===== src/rtl/sseg_mux_ctrl.sv =====
// Time-multiplexed common-anode 7-segment controller with double-buffered
// loading, per-digit blank/blink, leading-zero suppression and PWM dimming.

module sseg_mux_ctrl #(
   parameter int DIGITS       = 4,
   parameter int REFRESH_LOG2 = 16,
   parameter int BLINK_FRAMES = 32
) (
   input  logic                clk,
   input  logic                reset,
   input  logic [4*DIGITS-1:0] hex_in,
   input  logic [DIGITS-1:0]   dp_in,
   input  logic [DIGITS-1:0]   blank_in,
   input  logic [DIGITS-1:0]   blink_in,
   input  logic                load,
   input  logic                lz_en,
   input  logic [3:0]          bright,
   output logic [DIGITS-1:0]   an,
   output logic [7:0]          sseg,
   output logic                frame_tick
);

   localparam int IW = $clog2(DIGITS);
   localparam int BW = (BLINK_FRAMES > 1) ? $clog2(BLINK_FRAMES) : 1;

   localparam logic [IW-1:0] LAST_DIGIT = IW'(DIGITS - 1);
   localparam logic [BW-1:0] LAST_BLINK = BW'(BLINK_FRAMES - 1);

   // One complete set of display data for all digits.
   typedef struct packed {
      logic [DIGITS-1:0][3:0] hex;
      logic [DIGITS-1:0]      dp;
      logic [DIGITS-1:0]      blank;
      logic [DIGITS-1:0]      blink;
   } disp_t;

   // Blank everything until the first load reaches the shadow copy.
   localparam disp_t DISP_RESET = '{
      hex:   '0,
      dp:    '0,
      blank: '1,
      blink: '0
   };

   logic [REFRESH_LOG2-1:0] slot_cnt;
   logic [IW-1:0]           digit_idx;
   logic [BW-1:0]           blink_cnt;
   logic                    blink_phase;

   disp_t                   live;
   disp_t                   staging;
   disp_t                   shadow;
   logic                    pending;

   logic                    slot_wrap;
   logic                    boundary;
   logic [3:0]              pwm_phase;
   logic                    pwm_on;
   logic [DIGITS-1:0]       lz_sup;
   logic                    zero_run;
   logic [3:0]              cur_hex;
   logic                    cur_dp;
   logic                    dark;
   logic [6:0]              cur_seg;
   logic [DIGITS-1:0]       an_on;

   function automatic logic [6:0] seg_decode(input logic [3:0] v);
      logic [6:0] s;
      unique case (v)
         4'h0: s = 7'b0000001;
         4'h1: s = 7'b1001111;
         4'h2: s = 7'b0010010;
         4'h3: s = 7'b0000110;
         4'h4: s = 7'b1001100;
         4'h5: s = 7'b0100100;
         4'h6: s = 7'b0100000;
         4'h7: s = 7'b0001111;
         4'h8: s = 7'b0000000;
         4'h9: s = 7'b0000100;
         4'hA: s = 7'b0001000;
         4'hB: s = 7'b1100000;
         4'hC: s = 7'b0110001;
         4'hD: s = 7'b1000010;
         4'hE: s = 7'b0110000;
         4'hF: s = 7'b0111000;
      endcase
      return s;
   endfunction

   assign live.hex   = hex_in;
   assign live.dp    = dp_in;
   assign live.blank = blank_in;
   assign live.blink = blink_in;

   assign slot_wrap = &slot_cnt;
   assign boundary  = slot_wrap && (digit_idx == LAST_DIGIT);

   // PWM compares the top four slot bits against the live brightness.
   assign pwm_phase = slot_cnt[REFRESH_LOG2-1 -: 4];
   assign pwm_on    = (bright == 4'hF) || (pwm_phase < bright);

   // Walk down from the most significant digit; a digit is a leading zero
   // while every digit from it upward is zero and it carries no dp.
   always_comb begin
      zero_run = 1'b1;
      lz_sup   = '0;
      for (int i = DIGITS - 1; i >= 1; i--) begin
         zero_run  = zero_run && (shadow.hex[i] == 4'h0);
         lz_sup[i] = zero_run && !shadow.dp[i];
      end
   end

   assign cur_hex = shadow.hex[digit_idx];
   assign cur_dp  = shadow.dp[digit_idx];
   assign cur_seg = seg_decode(cur_hex);
   assign an_on   = ~(DIGITS'(1) << digit_idx);

   assign dark = shadow.blank[digit_idx]
              || (shadow.blink[digit_idx] && blink_phase)
              || (lz_en && lz_sup[digit_idx]);

   // Slot counter free-runs; the digit index steps on every slot wrap.
   always_ff @(posedge clk) begin
      if (reset) begin
         slot_cnt  <= '0;
         digit_idx <= '0;
      end else begin
         slot_cnt <= slot_cnt + 1'b1;
         if (slot_wrap) begin
            if (digit_idx == LAST_DIGIT) begin
               digit_idx <= '0;
            end else begin
               digit_idx <= digit_idx + 1'b1;
            end
         end
      end
   end

   // Double buffer: loads land in staging and are promoted at the frame
   // boundary; a load in the boundary cycle bypasses staging entirely.
   always_ff @(posedge clk) begin
      if (reset) begin
         staging <= DISP_RESET;
         shadow  <= DISP_RESET;
         pending <= 1'b0;
      end else if (boundary) begin
         if (load) begin
            shadow <= live;
         end else if (pending) begin
            shadow <= staging;
         end
         pending <= 1'b0;
      end else if (load) begin
         staging <= live;
         pending <= 1'b1;
      end
   end

   // Blink phase flips after every BLINK_FRAMES frame boundaries.
   always_ff @(posedge clk) begin
      if (reset) begin
         blink_cnt   <= '0;
         blink_phase <= 1'b0;
      end else if (boundary) begin
         if (blink_cnt == LAST_BLINK) begin
            blink_cnt   <= '0;
            blink_phase <= ~blink_phase;
         end else begin
            blink_cnt <= blink_cnt + 1'b1;
         end
      end
   end

   // Registered pin drivers: the current digit, or fully dark.
   always_ff @(posedge clk) begin
      if (reset) begin
         an         <= '1;
         sseg       <= 8'hFF;
         frame_tick <= 1'b0;
      end else begin
         frame_tick <= boundary;
         if (dark || !pwm_on) begin
            an   <= '1;
            sseg <= 8'hFF;
         end else begin
            an   <= an_on;
            sseg <= {~cur_dp, cur_seg};
         end
      end
   end

endmodule

===== config.mk =====
export PLATFORM = sky130hd
export DESIGN_NAME = sseg_mux_ctrl
export DESIGN_NICKNAME = d
export VERILOG_FILES = /design/src/rtl/sseg_mux_ctrl.sv
export SDC_FILE = /design/constraint.sdc
export NUM_CORES = 1
export LEC_CHECK = 0
export ABC_AREA = 1
export CAP_MARGIN = 30
export CORE_MARGIN = 8
export CORE_UTILIZATION = 32
export DETAILED_ROUTE_END_ITERATION = 7
export GPL_ROUTABILITY_DRIVEN = 0
export PLACE_DENSITY = 0.63
export SLEW_MARGIN = 20
export SYNTH_ARGS = -nofsm -noshare
export SYNTH_HDL_FRONTEND = slang
export SYNTH_SLANG_ARGS = --single-unit

===== constraint.sdc =====
create_clock -name clk -period 1.89 [get_ports clk]
set_clock_uncertainty 0.05 [all_clocks]
set_input_delay 0.378 -clock clk [delete_from_list [all_inputs] [get_ports clk]]
set_output_delay 0.378 -clock clk [all_outputs]
set_load 0.02 [all_outputs]

==> metrics.txt, run 1 <==
# TYPE chip_impl_metric gauge
chip_impl_metric{name="power",unit="mW"} 4.498
chip_impl_info{name="setup.worst_path.end_class",value="flop"} 1
chip_impl_info{name="ys.flop_type",value="sky130_fd_sc_hd__dfxtp_1"} 1
chip_impl_metric{name="dp_cells",unit=""} 904
chip_impl_metric{name="clk_sink_count",unit=""} 94
chip_impl_info{name="crit_type",value="reg -> reg"} 1
chip_impl_metric{name="clk_path_buf_depth",unit=""} 2
chip_impl_metric{name="yosysWarningCount",unit=""} 0
chip_impl_metric{name="vdd.ir_drop.worst",unit="mV"} 0.4651
chip_impl_metric{name="num-fill-cells",unit=""} 1605
chip_impl_metric{name="avgRoutedWirePerCell",unit="um"} 12.75
chip_impl_metric{name="tightestPinTransition",unit="ns"} 0.3888
chip_impl_metric{name="multi_input_comb_area",unit="sq mm"} 0.002660
chip_impl_metric{name="first_global_vias",unit=""} 3979
chip_impl_info{name="cell_types_occupying_the_most_area_after_synthesis",value="sky130_fd_sc_hd__dfxtp_1 (38%), sky130_fd_sc_hd__nand2_1 (17%), sky130_fd_sc_hd__a21oi_1 (6.1%), sky130_fd_sc_hd__nand3_1 (5.7%), sky130_fd_sc_hd__ha_1 (4.1%)"} 1
chip_impl_metric{name="max_cap_violations",unit=""} 0
chip_impl_metric{name="hold_buffers",unit=""} 0
chip_impl_metric{name="synth.ff_latch_count",unit=""} 94
chip_impl_metric{name="slowest_delay",unit="ns"} 0.34
chip_impl_metric{name="final-max-slew-violation-count",unit=""} 0
chip_impl_metric{name="setup_violations",unit=""} 0
chip_impl_metric{name="final_hold_viol_count",unit=""} 0
chip_impl_metric{name="wirelength",unit="um"} 11780
chip_impl_info{name="hold_class",value="in -> reg"} 1
chip_impl_metric{name="max_slew_margin",unit=""} 0.7405
chip_impl_metric{name="numCtsBuffers",unit=""} 9
chip_impl_metric{name="critPathBufInv",unit=""} 1
chip_impl_info{name="cts_tree",value="built"} 1
chip_impl_metric{name="critical_path_depth",unit=""} 9
chip_impl_metric{name="postRouteAntennaNets",unit=""} 0
chip_impl_metric{name="mappedNetlistNets",unit=""} 732
chip_impl_info{name="worst_setup_path_start_kind",value="flop"} 1
chip_impl_metric{name="finish.cell_count_without_fillers",unit=""} 924
chip_impl_metric{name="place_hpwl",unit="um"} 8158
chip_impl_metric{name="detailedRoute.firstIterationViolations",unit=""} 309
chip_impl_metric{name="placement_rows",unit=""} 45
chip_impl_metric{name="synth_async_reset_ratio",unit=""} 0
chip_impl_metric{name="cp_data_required_time",unit="ns"} 2.07
chip_impl_metric{name="coreArea",unit="sq mm"} 0.01509
chip_impl_info{name="setup.worst_path.end",value="shadow[11]"} 1
chip_impl_metric{name="drc",unit=""} 0
chip_impl_metric{name="quantity_of_i_o_buffers_inserted_on_ports",unit=""} 48
chip_impl_metric{name="htree_num_levels",unit=""} 3
chip_impl_metric{name="first_pass_iters",unit=""} 4
chip_impl_metric{name="netlist.area_leader.share",unit=""} 0.3826
chip_impl_metric{name="synth.cell_area",unit="sq mm"} 0.004918
chip_impl_metric{name="die_height",unit="um"} 140.0
chip_impl_metric{name="area.growth.synth_to_final",unit="%"} 22.62
chip_impl_info{name="synth_area_leader_cell",value="sky130_fd_sc_hd__dfxtp_1"} 1
chip_impl_metric{name="fmax",unit="MHz"} 556.2
chip_impl_metric{name="finalNetCount",unit=""} 783
chip_impl_info{name="rr_endpoint",value="shadow[11]"} 1
chip_impl_metric{name="postSynthCellCount",unit=""} 680
chip_impl_metric{name="diode_count",unit=""} 0
chip_impl_metric{name="synth-edff-count",unit=""} 0
chip_impl_info{name="critPathTopFamily",value="simple AND/OR/NAND/NOR gates"} 1
chip_impl_info{name="cts-root-buf",value="sky130_fd_sc_hd__clkbuf_16"} 1
chip_impl_metric{name="initial_utilization",unit=""} 0.3260
chip_impl_metric{name="r2r.worst_path.cells",unit=""} 9
chip_impl_info{name="rsz_0062_raised_after_global_routing",value="yes"} 1
chip_impl_info{name="worst_setup_path_startpoint",value="slot_cnt[0]"} 1
chip_impl_metric{name="worst-r2r-setup-slack",unit="ns"} 0.09
chip_impl_metric{name="drt-vias-per-instance",unit=""} 4.721
chip_impl_metric{name="pin_count_of_the_biggest_net_entering_global_routing",unit=""} 64
chip_impl_info{name="crit_path_top_delay_cell",value="sky130_fd_sc_hd__dfxtp_2"} 1
chip_impl_metric{name="io_pins",unit=""} 49
chip_impl_metric{name="synth-seq-area-share",unit=""} 0.3826
chip_impl_info{name="outcome",value="completed"} 1
chip_impl_metric{name="floorplan.die_area",unit="sq mm"} 0.01959
chip_impl_metric{name="area.sequential",unit="sq mm"} 0.001888
chip_impl_metric{name="grt_pass1_wl",unit="um"} 19700
chip_impl_info{name="crit_chain",value="ha_1 > nand2_1 > nor2_4 > nand2_2 > nor2_8 > buf_4 > nand3_4 > nand2_1 > a21oi_1"} 1
chip_impl_metric{name="clock_insertion_delay_worst_skew",unit="ns"} 0.35
chip_impl_metric{name="holdWs",unit="ns"} 0.3318
chip_impl_metric{name="power.density_cell_area",unit="mW/mm^2"} 745.8
chip_impl_metric{name="finish.utilization",unit=""} 0.3997
chip_impl_info{name="crit_top_cell",value="sky130_fd_sc_hd__nand2_1"} 1
chip_impl_metric{name="syn_area_per_cell",unit="sq um"} 7.233
chip_impl_metric{name="leak",unit="nW"} 2.425
chip_impl_info{name="rr_startpoint",value="slot_cnt[0]"} 1
chip_impl_metric{name="gr-total-overflow",unit=""} 0
chip_impl_metric{name="post-route-period-util",unit=""} 0.9512
chip_impl_metric{name="layout-drive-gt1-share",unit=""} 0.1603
chip_impl_metric{name="routed_vias",unit=""} 4362
chip_impl_metric{name="clkSlewWorstSetupHoldPaths",unit="ns"} 0.07
chip_impl_metric{name="cp_max_fo",unit=""} 15
chip_impl_metric{name="min_period",unit="ns"} 1.798
chip_impl_metric{name="chip_width",unit="um"} 140.0
chip_impl_metric{name="groute.usage.overall",unit=""} 0.1203
chip_impl_metric{name="worstPathArrival",unit="ns"} 1.98
chip_impl_metric{name="synth.distinct_cells",unit=""} 34
chip_impl_metric{name="number_of_antenna_violations_at_the_first_check_in_global_routing",unit=""} 0
chip_impl_metric{name="setup-tns-final",unit="ns"} 0
## power breakdown
group | switching (mW) | leakage, nW | internal (mW)
Combinational | 0.186 | 1.49 | 0.147
Clock | 0.824 | 0.166 | 1.30
Sequential | 0.0211 | 0.766 | 2.02
## logic make-up (layout without fill, tap and decap cells)
group           count (synthesis)  after routing  synth area share
simple gates                  392            394            0.3811
buf+inv                        86            140           0.08802
compound gates                 91             91            0.1056
flops                          94             94            0.3826
mux                             1              1          0.002035
fa+ha+maj                      16             16           0.04070
## cells in the final DEF (no fill, tap or decap), types with 9 or more instances in the layout
cell                              Yosys  layout
sky130_fd_sc_hd__clkdlybuf4s50_1      0      46
sky130_fd_sc_hd__nand2_1            218     217
sky130_fd_sc_hd__a21oi_2             11      11
sky130_fd_sc_hd__nand4_1             29      29
sky130_fd_sc_hd__nand3_2             19      19
sky130_fd_sc_hd__o21ai_0             17      17
sky130_fd_sc_hd__dfxtp_1             94      91
sky130_fd_sc_hd__nand3_1             56      56
sky130_fd_sc_hd__buf_4                3      24
sky130_fd_sc_hd__ha_1                16      15
sky130_fd_sc_hd__clkbuf_16            0       9
sky130_fd_sc_hd__a21oi_1             60      60
sky130_fd_sc_hd__nand2_2             17      18
sky130_fd_sc_hd__nor2_1              32      32
sky130_fd_sc_hd__inv_1               41      41
## sequential cells by signal, summed over array words and instances, names as in the netlist, 2 cells and up
signal / flops
shadow: 28
slot_cnt: 16
an: 4
blink_cnt: 5
staging: 28
sseg: 8
digit_idx: 2
## metal layers
metal | track usage | part of all wire
met1 | 0.1689 | 0.51
met2 | 0.1755 | 0.43
met3 | 0.03908 | 0.048
met4 | 0.02400 | 0.0081
met5 | 0 | 0
## worst min-delay path: cells and delay by family
kind / cells / cell delay, ns
AO/OA/AOI/OAI: 1 / 0.06
buffers and inverters: 1 / 0.16
AND/OR/NAND/NOR: 1 / 0.08
## cell usage after synthesis (5+ instances only)
library cell,instances
sky130_fd_sc_hd__a21oi_1,60
sky130_fd_sc_hd__a21oi_2,11
sky130_fd_sc_hd__buf_1,5
sky130_fd_sc_hd__buf_6,9
sky130_fd_sc_hd__clkbuf_1,16
sky130_fd_sc_hd__dfxtp_1,94
sky130_fd_sc_hd__ha_1,16
sky130_fd_sc_hd__inv_1,41
sky130_fd_sc_hd__inv_2,6
sky130_fd_sc_hd__nand2_1,218
sky130_fd_sc_hd__nand2_2,17
sky130_fd_sc_hd__nand3_1,56
sky130_fd_sc_hd__nand3_2,19
sky130_fd_sc_hd__nand4_1,29
sky130_fd_sc_hd__nor2_1,32
sky130_fd_sc_hd__nor3_1,8
sky130_fd_sc_hd__o21ai_0,17
## layout make-up
type	count	area share
inverter	48	0.02988
multi-input combinational	502	0.4411
clock buffer	9	0.03734
sequential	94	0.3131
timing repair buffer	76	0.1197
tap	188	0.03900
clock inverter	7	0.01992
## how the worst min path moves through the flow
| stage | startpoint | to | slack, ns | cells past startpoint |
|---|---|---|---|---|
| after detailed placement | staging[5] | staging[5] | 0.39 | 2 |
| after CTS | load | staging[17] | 0.32 | 3 |
| after global placement | slot_cnt[0] | slot_cnt[0] | 0.38 | 1 |
| after global routing | load | staging[17] | 0.35 | 3 |
| final | load | staging[17] | 0.33 | 3 |
| after floorplan | slot_cnt[0] | slot_cnt[0] | 0.37 | 1 |
## repair_timing
item | in CTS | in global routing
resized for setup | 0 | 11
buffers inserted | 0 | 2
setup endpoints to repair | 0 | 66
## metrics by stage
step	area (sq um)	setup WS (ns)
detailed placement	5604	-0.1041
floorplan	4918	0.07561
global placement	5604	-0.06017
finish	6031	0.09217
CTS	5949	0.008966
global route	6031	-0.01568
No activity file was read; power rests on OpenSTA's default activity.
==> run 2, diff against run 1 <==
- CORE_ASPECT_RATIO: default -> 0.75
==> metrics.txt, run 2 (same netlist as run 1, synthesis figures left out) <==
# TYPE chip_impl_metric gauge
chip_impl_metric{name="placement_rows",unit=""} 39
chip_impl_metric{name="power.sequential.fraction",unit=""} 0.485
chip_impl_metric{name="coreArea",unit="sq mm"} 0.01513
chip_impl_metric{name="finish.cell_count_without_fillers",unit=""} 941
chip_impl_metric{name="clkPwrFrac",unit=""} 0.434
chip_impl_metric{name="chip_width",unit="um"} 159.2
chip_impl_metric{name="io_pins",unit=""} 49
chip_impl_info{name="most_common_cell_after_layout_fill_and_taps_aside",value="sky130_fd_sc_hd__nand2_1"} 1
chip_impl_metric{name="wirelength",unit="um"} 11890
chip_impl_metric{name="layout-drive-gt1-share",unit=""} 0.1535
chip_impl_info{name="rsz_0062_raised_after_global_routing",value="no"} 1
chip_impl_metric{name="post-place-ws",unit="ns"} -0.07101
chip_impl_metric{name="routed_vias",unit=""} 4359
chip_impl_info{name="mostFrequentLayoutCells",value="sky130_fd_sc_hd__nand2_1 (218), sky130_fd_sc_hd__dfxtp_1 (93), sky130_fd_sc_hd__a21oi_1 (60), sky130_fd_sc_hd__nand3_1 (56), sky130_fd_sc_hd__clkdlybuf4s50_1 (46)"} 1
chip_impl_metric{name="final-max-slew-violation-count",unit=""} 0
chip_impl_metric{name="min_period",unit="ns"} 1.767
chip_impl_metric{name="fmax",unit="MHz"} 566.0
chip_impl_metric{name="sw_frac_of_total",unit=""} 0.2257
chip_impl_metric{name="initial_utilization",unit=""} 0.3251
chip_impl_metric{name="power",unit="mW"} 4.210
chip_impl_metric{name="max_cap_violations",unit=""} 0
chip_impl_metric{name="floorplan.die_area",unit="sq mm"} 0.01963
chip_impl_metric{name="first_global_vias",unit=""} 4047
chip_impl_metric{name="cp_max_fo",unit=""} 24
chip_impl_metric{name="final_hold_viol_count",unit=""} 0
chip_impl_metric{name="clk_sink_count",unit=""} 94
chip_impl_metric{name="final_critical_path_setup_slack",unit="ns"} 0.1231
chip_impl_metric{name="clk_path_buf_depth",unit=""} 2
chip_impl_info{name="worst_setup_path_start_kind",value="flop"} 1
chip_impl_metric{name="cp_data_required_time",unit="ns"} 2.11
chip_impl_info{name="cts_tree",value="built"} 1
chip_impl_info{name="cts-root-buf",value="sky130_fd_sc_hd__clkbuf_16"} 1
chip_impl_metric{name="worstPathArrival",unit="ns"} 1.98
chip_impl_metric{name="groute.usage.overall",unit=""} 0.1236
chip_impl_metric{name="dp_cells",unit=""} 921
chip_impl_metric{name="postRouteAntennaNets",unit=""} 0
chip_impl_metric{name="clkSlewWorstSetupHoldPaths",unit="ns"} 0.06
chip_impl_metric{name="die_height",unit="um"} 123.4
chip_impl_metric{name="leak",unit="nW"} 2.433
chip_impl_metric{name="avgRoutedWirePerCell",unit="um"} 12.64
chip_impl_metric{name="diode_count",unit=""} 0
chip_impl_metric{name="area.growth.synth_to_final",unit="%"} 23.12
chip_impl_metric{name="power.density_cell_area",unit="mW/mm^2"} 695.2
chip_impl_metric{name="grt_pass1_wl",unit="um"} 20250
chip_impl_metric{name="tightestPinTransition",unit="ns"} 0.3636
chip_impl_metric{name="gr-total-overflow",unit=""} 0
chip_impl_metric{name="switching_power",unit="uW"} 950.3
chip_impl_metric{name="setup_violations",unit=""} 0
chip_impl_metric{name="detailedRoute.firstIterationViolations",unit=""} 218
chip_impl_info{name="crit_type",value="reg -> reg"} 1
chip_impl_metric{name="numCtsBuffers",unit=""} 9
chip_impl_info{name="setup.worst_path.end_class",value="flop"} 1
chip_impl_metric{name="post-route-period-util",unit=""} 0.9348
chip_impl_info{name="hold_class",value="in -> reg"} 1
chip_impl_metric{name="hold_buffers",unit=""} 0
chip_impl_metric{name="holdWs",unit="ns"} 0.3850
chip_impl_metric{name="number_of_antenna_violations_at_the_first_check_in_global_routing",unit=""} 0
chip_impl_metric{name="first_pass_iters",unit=""} 5
chip_impl_metric{name="comb_power_share",unit=""} 0.081
chip_impl_info{name="outcome",value="completed"} 1
chip_impl_metric{name="pin_count_of_the_biggest_net_entering_global_routing",unit=""} 64
chip_impl_metric{name="finalNetCount",unit=""} 784
chip_impl_metric{name="drc",unit=""} 0
chip_impl_metric{name="max_slew_margin",unit=""} 0.7557
chip_impl_info{name="largest_registers",value="shadow x28, staging x28, slot_cnt x16"} 1
chip_impl_metric{name="place_hpwl",unit="um"} 8370
chip_impl_metric{name="quantity_of_i_o_buffers_inserted_on_ports",unit=""} 48
chip_impl_metric{name="vdd.ir_drop.worst",unit="mV"} 0.4267
chip_impl_metric{name="clock_insertion_delay_worst_skew",unit="ns"} 0.34
chip_impl_metric{name="htree_num_levels",unit=""} 3
chip_impl_metric{name="p_int",unit="mW"} 3.260
chip_impl_metric{name="drt-vias-per-instance",unit=""} 4.632
-- run 2: cell types whose count changed in the layout (fill, tap and decap cells not counted), sizes merged --
cell and change:
clkbuf +3, bufinv -2, clkinv +1, clkinvlp -1
nand3 +1, inv -2
-- run 2: final timing paths --
path               startpoint     endpoint  slack, ns  cells after the start
setup reg to reg  slot_cnt[0]   shadow[14]       0.12                      8
setup / recovery  slot_cnt[0]   shadow[14]       0.12                      8
hold / removal           load      pending       0.39                      3
hold reg to reg   slot_cnt[0]  slot_cnt[0]       0.40                      1
-- run 2: final cells by class --
type | instances | area [sq um]
fillers | 1605 | 9071
multi-input cells | 503 | 2678
flip-flops and latches | 94 | 1886
repair buffers | 76 | 755.7
clock buffers | 12 | 256.5
well taps | 205 | 256.5
inverters | 48 | 180.2
clock inverters | 3 | 43.79
-- run 2: power by group through the flow --
stage | Combinational (mW) | Sequential (mW) | Clock (mW)
after floorplan | 0.193 | 2.08 | 0
after global routing | 0.381 | 2.04 | 1.96
after global placement | 0.333 | 2.09 | 0
after CTS | 0.336 | 2.04 | 1.88
final | 0.341 | 2.04 | 1.83
after detailed placement | 0.333 | 2.09 | 0
-- run 2: stage by stage --
step / setup TNS, ns / instance area, sq um / util
final: 0 / 6056 / 0.4003
after global routing: 0 / 6056 / 0.4003
after CTS: 0 / 5964 / 0.3943
after detailed placement: -0.5888 / 5663 / 0.3744
after global placement: -0.6153 / 5663 / 0.3744
after floorplan: 0 / 4918 / -
-- run 2: critical path: stages, from the launching register on --
cell	delay, ns
sky130_fd_sc_hd__dfxtp_1	0.35
sky130_fd_sc_hd__ha_1	0.17
sky130_fd_sc_hd__nand2_1	0.10
sky130_fd_sc_hd__nor2_4	0.14
sky130_fd_sc_hd__nand2_4	0.10
sky130_fd_sc_hd__nor2_8	0.23
sky130_fd_sc_hd__buf_12	0.19
sky130_fd_sc_hd__nand4_1	0.19
sky130_fd_sc_hd__a21oi_1	0.19
-- run 2: repair_timing --
| item | 4_1_cts | 5_1_grt |
|---|---|---|
| hold endpoints to repair | 0 | 0 |
| pin swaps | 2 | 3 |
| resized for setup | 1 | 7 |
| setup buffers | 0 | 2 |
| endpoints found under the setup margin | 8 | 46 |
| gates cloned | 0 | 3 |
-- run 2: metal layers --
layer,track usage,wire length [um],part of all wire,up-vias
li1,-,-,-,2345
met1,0.1904,6772,0.57,1924
met2,0.1616,4437,0.37,85
met3,0.03759,629,0.053,5
met4,0.02468,53,0.0045,0
met5,0,0,0,-
==> run 3, diff against run 2 <==
- CAP_MARGIN: 30 -> 20
==> results of run 3 <==
Final layout, timing and power as in run 2 (identical DEF).
